$ cat src/rtl/vga_timing_pkg.sv
// vga_timing_pkg: shared timing constants and counter-width helper for the VGA timing generator.
//   Provides 640x480@60 (25.175 MHz) and 800x600@72 (50 MHz) timing sets and
//   min_width(), the smallest counter width able to hold 0..total-1.
package vga_timing_pkg;

   localparam int VGA640_H_ACTIVE = 640;
   localparam int VGA640_H_FP     = 16;
   localparam int VGA640_H_SYNC   = 96;
   localparam int VGA640_H_BP     = 48;
   localparam int VGA640_V_ACTIVE = 480;
   localparam int VGA640_V_FP     = 10;
   localparam int VGA640_V_SYNC   = 2;
   localparam int VGA640_V_BP     = 33;
   localparam bit VGA640_H_POL    = 1'b0;
   localparam bit VGA640_V_POL    = 1'b0;

   localparam int SVGA800_H_ACTIVE = 800;
   localparam int SVGA800_H_FP     = 56;
   localparam int SVGA800_H_SYNC   = 120;
   localparam int SVGA800_H_BP     = 64;
   localparam int SVGA800_V_ACTIVE = 600;
   localparam int SVGA800_V_FP     = 37;
   localparam int SVGA800_V_SYNC   = 6;
   localparam int SVGA800_V_BP     = 23;
   localparam bit SVGA800_H_POL    = 1'b1;
   localparam bit SVGA800_V_POL    = 1'b1;

   function automatic int min_width(input int total);
      int w;
      w = 1;
      while ((1 << w) < total) w++;
      return w;
   endfunction

endpackage

$ cat src/rtl/vga_axis_counter.sv
// vga_axis_counter: one timing axis (horizontal or vertical) -- counter plus sync/active decode.
//   clk, rst_n : clock, asynchronous active-low reset
//   tick_i     : advance the count by one
//   count_o    : current count 0..TOTAL-1
//   sync_o     : sync level for the current count, polarity POL
//   active_o   : count lies in the visible region
//   wrap_o     : tick_i while at TOTAL-1 (count returns to 0 on this tick)
module vga_axis_counter
   import vga_timing_pkg::*;
#(
   parameter int ACTIVE = VGA640_H_ACTIVE,
   parameter int FP     = VGA640_H_FP,
   parameter int SYNC   = VGA640_H_SYNC,
   parameter int BP     = VGA640_H_BP,
   parameter bit POL    = 1'b0,
   parameter int W      = 10
) (
   input  logic         clk,
   input  logic         rst_n,
   input  logic         tick_i,
   output logic [W-1:0] count_o,
   output logic         sync_o,
   output logic         active_o,
   output logic         wrap_o
);

   localparam int TOTAL = ACTIVE + FP + SYNC + BP;

   logic [W-1:0] cnt_q, cnt_d;
   logic         in_sync;

   assign wrap_o   = tick_i && (cnt_q == W'(TOTAL - 1));
   assign cnt_d    = wrap_o ? '0 : cnt_q + W'(1);
   assign in_sync  = (cnt_q >= W'(ACTIVE + FP)) && (cnt_q < W'(ACTIVE + FP + SYNC));
   assign sync_o   = in_sync ? POL : ~POL;
   assign active_o = cnt_q < W'(ACTIVE);
   assign count_o  = cnt_q;

   always_ff @(posedge clk or negedge rst_n) begin
      if (!rst_n) cnt_q <= '0;
      else if (tick_i) cnt_q <= cnt_d;
   end

endmodule

$ cat src/rtl/vga_timing_gen.sv
// vga_timing_gen: parametrised VGA timing generator with clock-enable pixel divider.
//   clk, rst_n     : system clock, asynchronous active-low reset
//   x_o, y_o       : registered pixel coordinates, one pixel update behind the internal counters
//   h_sync_o       : horizontal sync, polarity H_SYNC_POL
//   v_sync_o       : vertical sync, polarity V_SYNC_POL
//   frame_active_o : x_o < H_ACTIVE and y_o < V_ACTIVE
//   pix_stb_o      : one-clk pulse when the outputs take a new pixel
//   line_start_o   : pix_stb_o with x_o = 0
//   frame_start_o  : pix_stb_o with x_o = 0 and y_o = 0
//   frame_cnt_o    : 8-bit frame counter, present only when VGA_FRAME_CNT_EN is defined
module vga_timing_gen
   import vga_timing_pkg::*;
#(
   parameter int H_ACTIVE   = VGA640_H_ACTIVE,
   parameter int H_FP       = VGA640_H_FP,
   parameter int H_SYNC     = VGA640_H_SYNC,
   parameter int H_BP       = VGA640_H_BP,
   parameter int V_ACTIVE   = VGA640_V_ACTIVE,
   parameter int V_FP       = VGA640_V_FP,
   parameter int V_SYNC     = VGA640_V_SYNC,
   parameter int V_BP       = VGA640_V_BP,
   parameter bit H_SYNC_POL = VGA640_H_POL,
   parameter bit V_SYNC_POL = VGA640_V_POL,
   parameter int CLK_DIV    = 1,
   parameter int XW         = 10,
   parameter int YW         = 10
) (
   input  logic          clk,
   input  logic          rst_n,
`ifdef VGA_FRAME_CNT_EN
   output logic [7:0]    frame_cnt_o,
`endif
   output logic [XW-1:0] x_o,
   output logic [YW-1:0] y_o,
   output logic          h_sync_o,
   output logic          v_sync_o,
   output logic          frame_active_o,
   output logic          pix_stb_o,
   output logic          line_start_o,
   output logic          frame_start_o
);

   localparam int H_TOTAL = H_ACTIVE + H_FP + H_SYNC + H_BP;
   localparam int V_TOTAL = V_ACTIVE + V_FP + V_SYNC + V_BP;

   if (XW < min_width(H_TOTAL) || YW < min_width(V_TOTAL)) begin : g_bad_width
      $error("vga_timing_gen: XW/YW too narrow for the timing totals");
   end
   if (CLK_DIV < 1 || CLK_DIV > 16) begin : g_bad_div
      $error("vga_timing_gen: CLK_DIV must be 1..16");
   end
   if (H_FP < 1 || H_SYNC < 1 || H_BP < 1 || V_FP < 1 || V_SYNC < 1 || V_BP < 1) begin : g_bad_porch
      $error("vga_timing_gen: porch and sync widths must be at least 1");
   end

   logic [3:0]    div_q, div_d;
   logic          ce;
   logic [XW-1:0] h_cnt;
   logic [YW-1:0] v_cnt;
   logic          h_sync, v_sync, h_act, v_act, h_wrap, v_wrap;
   logic [XW-1:0] x_q;
   logic [YW-1:0] y_q;
   logic          hs_q, vs_q, fa_q, pix_stb_q, line_start_q, frame_start_q;
   logic          origin_q;

   // With CLK_DIV=1 div_q never leaves 0, so ce is constantly high.
   assign ce    = div_q == 4'(CLK_DIV - 1);
   assign div_d = ce ? 4'd0 : div_q + 4'd1;

   vga_axis_counter #(
      .ACTIVE(H_ACTIVE), .FP(H_FP), .SYNC(H_SYNC), .BP(H_BP), .POL(H_SYNC_POL), .W(XW)
   ) u_h (
      .clk(clk), .rst_n(rst_n), .tick_i(ce),
      .count_o(h_cnt), .sync_o(h_sync), .active_o(h_act), .wrap_o(h_wrap)
   );

   vga_axis_counter #(
      .ACTIVE(V_ACTIVE), .FP(V_FP), .SYNC(V_SYNC), .BP(V_BP), .POL(V_SYNC_POL), .W(YW)
   ) u_v (
      .clk(clk), .rst_n(rst_n), .tick_i(h_wrap),
      .count_o(v_cnt), .sync_o(v_sync), .active_o(v_act), .wrap_o(v_wrap)
   );

   // origin_q marks the internal counters sitting at (0,0): true out of reset and after the frame wrap.
   always_ff @(posedge clk or negedge rst_n) begin
      if (!rst_n) begin
         div_q         <= '0;
         x_q           <= '0;
         y_q           <= '0;
         hs_q          <= ~H_SYNC_POL;
         vs_q          <= ~V_SYNC_POL;
         fa_q          <= 1'b0;
         pix_stb_q     <= 1'b0;
         line_start_q  <= 1'b0;
         frame_start_q <= 1'b0;
         origin_q      <= 1'b1;
      end else begin
         div_q         <= div_d;
         pix_stb_q     <= ce;
         line_start_q  <= ce && (h_cnt == '0);
         frame_start_q <= ce && origin_q;
         if (ce) begin
            x_q      <= h_cnt;
            y_q      <= v_cnt;
            hs_q     <= h_sync;
            vs_q     <= v_sync;
            fa_q     <= h_act && v_act;
            origin_q <= v_wrap;
         end
      end
   end

   assign x_o            = x_q;
   assign y_o            = y_q;
   assign h_sync_o       = hs_q;
   assign v_sync_o       = vs_q;
   assign frame_active_o = fa_q;
   assign pix_stb_o      = pix_stb_q;
   assign line_start_o   = line_start_q;
   assign frame_start_o  = frame_start_q;

`ifdef VGA_FRAME_CNT_EN
   logic [7:0] frame_cnt_q;
   logic       first_q;

   // The first frame after reset is frame 0, so its start only clears first_q.
   always_ff @(posedge clk or negedge rst_n) begin
      if (!rst_n) begin
         frame_cnt_q <= '0;
         first_q     <= 1'b1;
      end else if (ce && origin_q) begin
         first_q <= 1'b0;
         if (!first_q) frame_cnt_q <= frame_cnt_q + 8'd1;
      end
   end

   assign frame_cnt_o = frame_cnt_q;
`endif

endmodule

$ cat config.mk
export PLATFORM = sky130hd
export DESIGN_NAME = vga_timing_gen
export DESIGN_NICKNAME = d
export VERILOG_FILES = /design/src/rtl/vga_timing_pkg.sv /design/src/rtl/vga_axis_counter.sv /design/src/rtl/vga_timing_gen.sv
export SDC_FILE = /design/constraint.sdc
export NUM_CORES = 1
export LEC_CHECK = 0
export BUFFER_PORTS_ARGS = -buffer_cell sky130_fd_sc_hd__buf_2
export CAP_MARGIN = 20
export CORE_MARGIN = 10
export CORE_UTILIZATION = 57
export CTS_CLUSTER_SIZE = 40
export DETAILED_ROUTE_END_ITERATION = 8
export PLACE_DENSITY = 0.78
export SLEW_MARGIN = 20
export SYNTH_ARGS = -nofsm -noshare
export SYNTH_HDL_FRONTEND = slang
export SYNTH_SLANG_ARGS = --single-unit
$ cat constraint.sdc
create_clock -name clk -period 2.2 [get_ports clk]
set_clock_uncertainty 0.05 [all_clocks]
set_input_delay 0.22 -clock clk [delete_from_list [all_inputs] [get_ports clk]]
set_output_delay 0.22 -clock clk [all_outputs]
set_load 0.01 [all_outputs]
## Word-level counts from Yosys, hierarchy flattened

Cells that the tools add are included.

| word-level totals | value |
|---|---|
| register bits | 51 |

| operators by class | value |
|---|---|
| $add $sub $neg | 3 |
| magnitude comparators | 6 |
| equal/unequal tests | 2 |
| muxes and demuxes | 5 |
| reduce and logical (&&, ||, !) cells | 9 |

Operators by type and width:

| operator | count |
|---|---|
| $add 10x1->10 const B | 2 |
| $eq 10x10->1 const B | 2 |
| $lt 10x10->1 const B | 2 |
| $lt 10x9->1 const B | 2 |
| $mux 10 | 2 |
| $ge 10x10->1 const B | 1 |
| $ge 10x9->1 const B | 1 |
| $logic_not 10->1 | 1 |
| $logic_and 1x1->1 | 7 |
| $add 4x1->4 const B | 1 |
| $logic_not 4->1 | 1 |
| $mux 4 | 1 |
| $mux 1 | 2 |

## Longest topological paths before layout

| logic depth | value |
|---|---|
| depth after elaboration | 4 |
| gate-level depth with buffers | 9 |
| gate-level depth less buffers | 7 |

## Cells and area by module

From an unflattened synthesis, not the netlist that was laid out.

| unflattened totals | value |
|---|---|
| cells, all modules | 187 |
| area, all modules | 2,348.5 um^2 |

By module, submodules not included:

| module | instances | cells an instance | area an instance (um^2) | seq. area each (um^2) |
|---|---|---|---|---|
| vga_timing_gen | 1 | 75 | 1,211.2 | 779.5 |
| vga_axis_counter at u_v | 1 | 58 | 583.1 | 250.2 |
| vga_axis_counter at u_h | 1 | 54 | 554.3 | 250.2 |

## Least setup slack after synthesis

OpenSTA, ideal clock, no wires.

| timing path | value |
|---|---|
| kind | flip-flop to flip-flop |
| start point | register div_q[0] |
| end point | register u_v.cnt_q[3], in the netlist u_v.count_o[3] |
| setup time | 76 ps |
| arrival | 1,789 ps |
| slack | 285 ps |
| cell stages (with the launch flop) | 9 |
| buffers on the path | 1 |
| cells stage by stage | dfrtp_1 > inv_1 > ha_1 > or3b_1 > buf_6 > clkinv_8 > nand4_4 > or4_1 > o21ai_1 |

| on the way | value |
|---|---|
| word-level cells in the longest chain between the ends | 4 |

RTL lines:

| item | RTL line | source |
|---|---|---|
| start, declared | vga_timing_gen.sv:56 | `logic [3:0] div_q, div_d;` |
| start signal, assigned | vga_timing_gen.sv:98 | `div_q <= div_d;` |
| $logic_not 4->1 (*) | vga_timing_gen.sv:67 | `assign ce = div_q == 4'(CLK_DIV - 1);` |
| $logic_and 1x1->1 (*) | vga_axis_counter.sv:32 | `assign wrap_o = tick_i && (cnt_q == W'(TOTAL - 1));` |
| $logic_and 1x1->1 | vga_axis_counter.sv:32 |  |
| $mux 10 | vga_axis_counter.sv:33 | `assign cnt_d = wrap_o ? '0 : cnt_q + W'(1);` |
| end signal, assigned | vga_axis_counter.sv:41 | `else if (tick_i) cnt_q <= cnt_d;` |
| end, declared | vga_axis_counter.sv:29 | `logic [W-1:0] cnt_q, cnt_d;` |

Mark *: on every way between the ends. The rest lies on a longest branch, timed or not.
A chain may end at the register's enable or synchronous reset.

## Final worst setup path

| timing path | value |
|---|---|
| start point | register div_q[0] |
| end point | register u_h.cnt_q[7], in the netlist u_h.count_o[7] |

| on the way | value |
|---|---|
| word-level cells in the longest chain between the ends | 3 |

RTL lines:

| item | RTL line |
|---|---|
| $logic_not 4->1 (*) | vga_timing_gen.sv:67 |
| $logic_and 1x1->1 | vga_axis_counter.sv:32 |
| $mux 10 | vga_axis_counter.sv:33 |
| end signal, assigned | vga_axis_counter.sv:41 |
| end, declared | vga_axis_counter.sv:29 |

Marks and branches as above.

==> flow_summary.json <==
{
  "ctsLongestPathBuffers": 2,
  "worst_pin_slew_ns": 0.6348,
  "dr_wl_met3_um": 320,
  "cts_made_buffers": 5,
  "ant_nets": 0,
  "layout-drive-gt1-share_pct": 18.96,
  "drv_cap": 0,
  "cp_cell_sequence": "inv_1 -> ha_1 -> or3b_1 -> nor4_4 -> nor2_1 -> mux2_2",
  "grt_first_pass_wirelength_um": 8431,
  "gp_congestion": 0.9585,
  "finalSetupViolCount": 0,
  "slowest_stage": "or3b_1",
  "coreArea_sq_um": 3971,
  "period_needed_ns": 2.055,
  "layout_commonest_cell": "nand2_1",
  "synth_ff_type": "dfrtp_1",
  "syn_area_sq_um": 2321,
  "num-nets-final": 277,
  "dieWidth_um": 83.81,
  "htreeDepth": 2,
  "p_leak_nw": 1.290,
  "crit_type": "reg2reg",
  "final_cell_mix": "66 x nand2_1, 48 x dfrtp_1, 27 x buf_2, 15 x o21ai_0, 13 x nand3_1",
  "drc": 0,
  "ys_seq_area_share_pct": 55.15,
  "cts_root_buf": "clkbuf_8",
  "slowest_delay_ns": 0.50,
  "synth_compound_area_share_pct": 6.253,
  "syn_nets": 245,
  "cp_data_arrival_time_ns": 2.20,
  "total_power_w": 0.001635,
  "rsz0062_at_grt": "false",
  "die_area_sq_um": 7024,
  "top_layer_used": "met4",
  "synthSimpleGateAreaFrac_pct": 25.82,
  "reg2reg_from": "div_q[0]",
  "die_h_um": 83.81,
  "peakVddDrop_uv": 367.6,
  "area_delta_synth_final_pct": 14.23,
  "dp_hpwl_um": 3427,
  "post_drt_wl_per_cell_um": 15.05,
  "dr.pass1.iters": 4,
  "routed_wl_um": 4800,
  "wl_met1_um": 2229,
  "final.setup.tns_ns": 0,
  "endpoint_kind": "flop",
  "vias": 1775,
  "vias_per_cell": 5.564,
  "synth_fa_ha_area_share_pct": 3.774,
  "ys_ff_latch": 51,
  "min_path_type": "reg2reg",
  "ys_types": 38,
  "max_freq_mhz": 486.6,
  "synth-async-reset-ratio_pct": 100.0,
  "path_clk_slew_ns": 0.09,
  "yosysWarnings": 0,
  "worstSetupStartpointType": "flop",
  "rr_worst_depth": 6,
  "grt_overflow": 0,
  "synth_xor_area_share_pct": 4.151,
  "ctsResizeCount": 0,
  "regToRegSetupSlack_ns": 0.14,
  "max_slew_margin_pct": 57.68,
  "post_cts_buffers": 0,
  "synth_edf_count": 0,
  "cp.required_ns": 2.35,
  "status": "finished clean",
  "netlist_instances": 236,
  "antennaDiodeCount": 0,
  "grt_max_degree": 52,
  "io_buffers": 27,
  "io_pins": 28,
  "synth_top_family_by_area": "simple AND/OR/NAND/NOR gates",
  "synth.avg_cell_area_sq_um": 9.835,
  "cts_tree": "done",
  "drt_iter0_drc": 126,
  "track_usage_pct": 14.38,
  "post-route-period-util_pct": 93.41,
  "clock_latency_ns": 0.31,
  "r2r_end": "u_h.count_o[7]",
  "start_util_pct": 58.44,
  "clkSinkCount": 51,
  "hp-start": "y_o[4]",
  "wl_met2_um": 2157,
  "grt_antenna_before_repair": 0,
  "row_count": 23,
  "whs_path_depth": 2,
  "final_hold_viol_count": 0,
  "hold_path_end": "y_o[4]",
  "crit_fanout": 7,
  "muxShareOfSynthArea_pct": 0.9704,
  "power_density_nw_per_um2": 616.5,
  "slew_viol_final": 0,
  "grt_pass1_vias": 1732
}
registers in the layout, summed over array words and instances (netlist names):
signal          cells
frame_start_o       1
x_o                10
pix_stb_o           1
origin_q            1
u_h.count_o        10
h_sync_o            1
line_start_o        1
div_q               4
v_sync_o            1
u_v.count_o        10
frame_active_o      1
y_o                10
cell usage after synthesis (4+ instances only):
master,instances,area share (%)
nand2_1,66,11
dfrtp_1,48,52
o21ai_0,15,3.2
nand3_1,13,2.8
nor2_1,10,1.6
clkbuf_1,7,1.1
ha_1,7,3.8
inv_1,7,1.1
xnor2_1,7,2.6
nor3_1,5,1.1
and2_1,4,1.1
and3_1,4,1.1
xor2_1,4,1.5
stage by stage:
step	setup WS, ns	util [%]	instances	area (sq um)	hold WS [ns]
after floorplan	0.2852	-	236	2321	-0.1256
after global placement	0.1907	63.55	310	2524	0.3097
after detailed placement	0.1213	63.55	310	2524	0.3191
after CTS	0.1166	66.76	319	2651	0.4289
after global routing	0.01231	66.76	319	2651	0.4530
final	0.1450	66.76	319	2651	0.4245
timing repair:
item | 4_1_cts | 5_1_grt
hold buffers | 1 | 0
setup endpoints to repair | 0 | 2
endpoints found under the hold margin | 48 | 0
area by class of cell:
class	count	area (sq um)
flip-flops and latches	51	1280
multi-input cells	167	950.9
fillers	338	1320
clock buffers	6	82.58
repair buffers	35	197.7
clock inverters	2	35.03
well taps	50	62.56
inverters	8	42.54
kinds of logic (layout without fill, tap and decap cells):
logic type / after synthesis / after routing
compound gates: 26 / 26
xor+xnor: 11 / 11
fa+ha+maj: 7 / 7
buf+inv: 18 / 51
flops: 51 / 51
mux: 2 / 2
simple gates: 121 / 121
where the power goes:
group,leakage (nW),switching [W],internal [W]
sequential,0.668,0,0.000937
combinational,0.562,0.0000177,0.00000293
clock,0.0612,0.000309,0.000368
metal layers:
metal | up-vias | GRT usage, %
met2 | 48 | 20.84
met3 | 9 | 5.273
met5 | - | 0
met4 | 0 | 6.088
li1 | 856 | -
met1 | 862 | 18.76
worst max path at each step:
stage / slack (ns) / start / end
after floorplan: 0.29 / div_q[0] / u_v.count_o[3]
after global routing: 0.01 / div_q[0] / u_h.count_o[7]
after global placement: 0.19 / div_q[0] / u_h.count_o[7]
after CTS: 0.12 / div_q[0] / u_h.count_o[7]
final: 0.14 / div_q[0] / u_h.count_o[7]
after detailed placement: 0.12 / div_q[0] / u_h.count_o[7]
critical path: cells and delay by family (launching register included):
family / cells / cell delay (ns)
DFF: 1 / 0.41
muxes: 1 / 0.27
and+or+nand+nor: 3 / 1.02
adders and majority gates: 1 / 0.13
buffers and inverters: 1 / 0.07
Note: power is estimated with default switching activity, not from simulation.
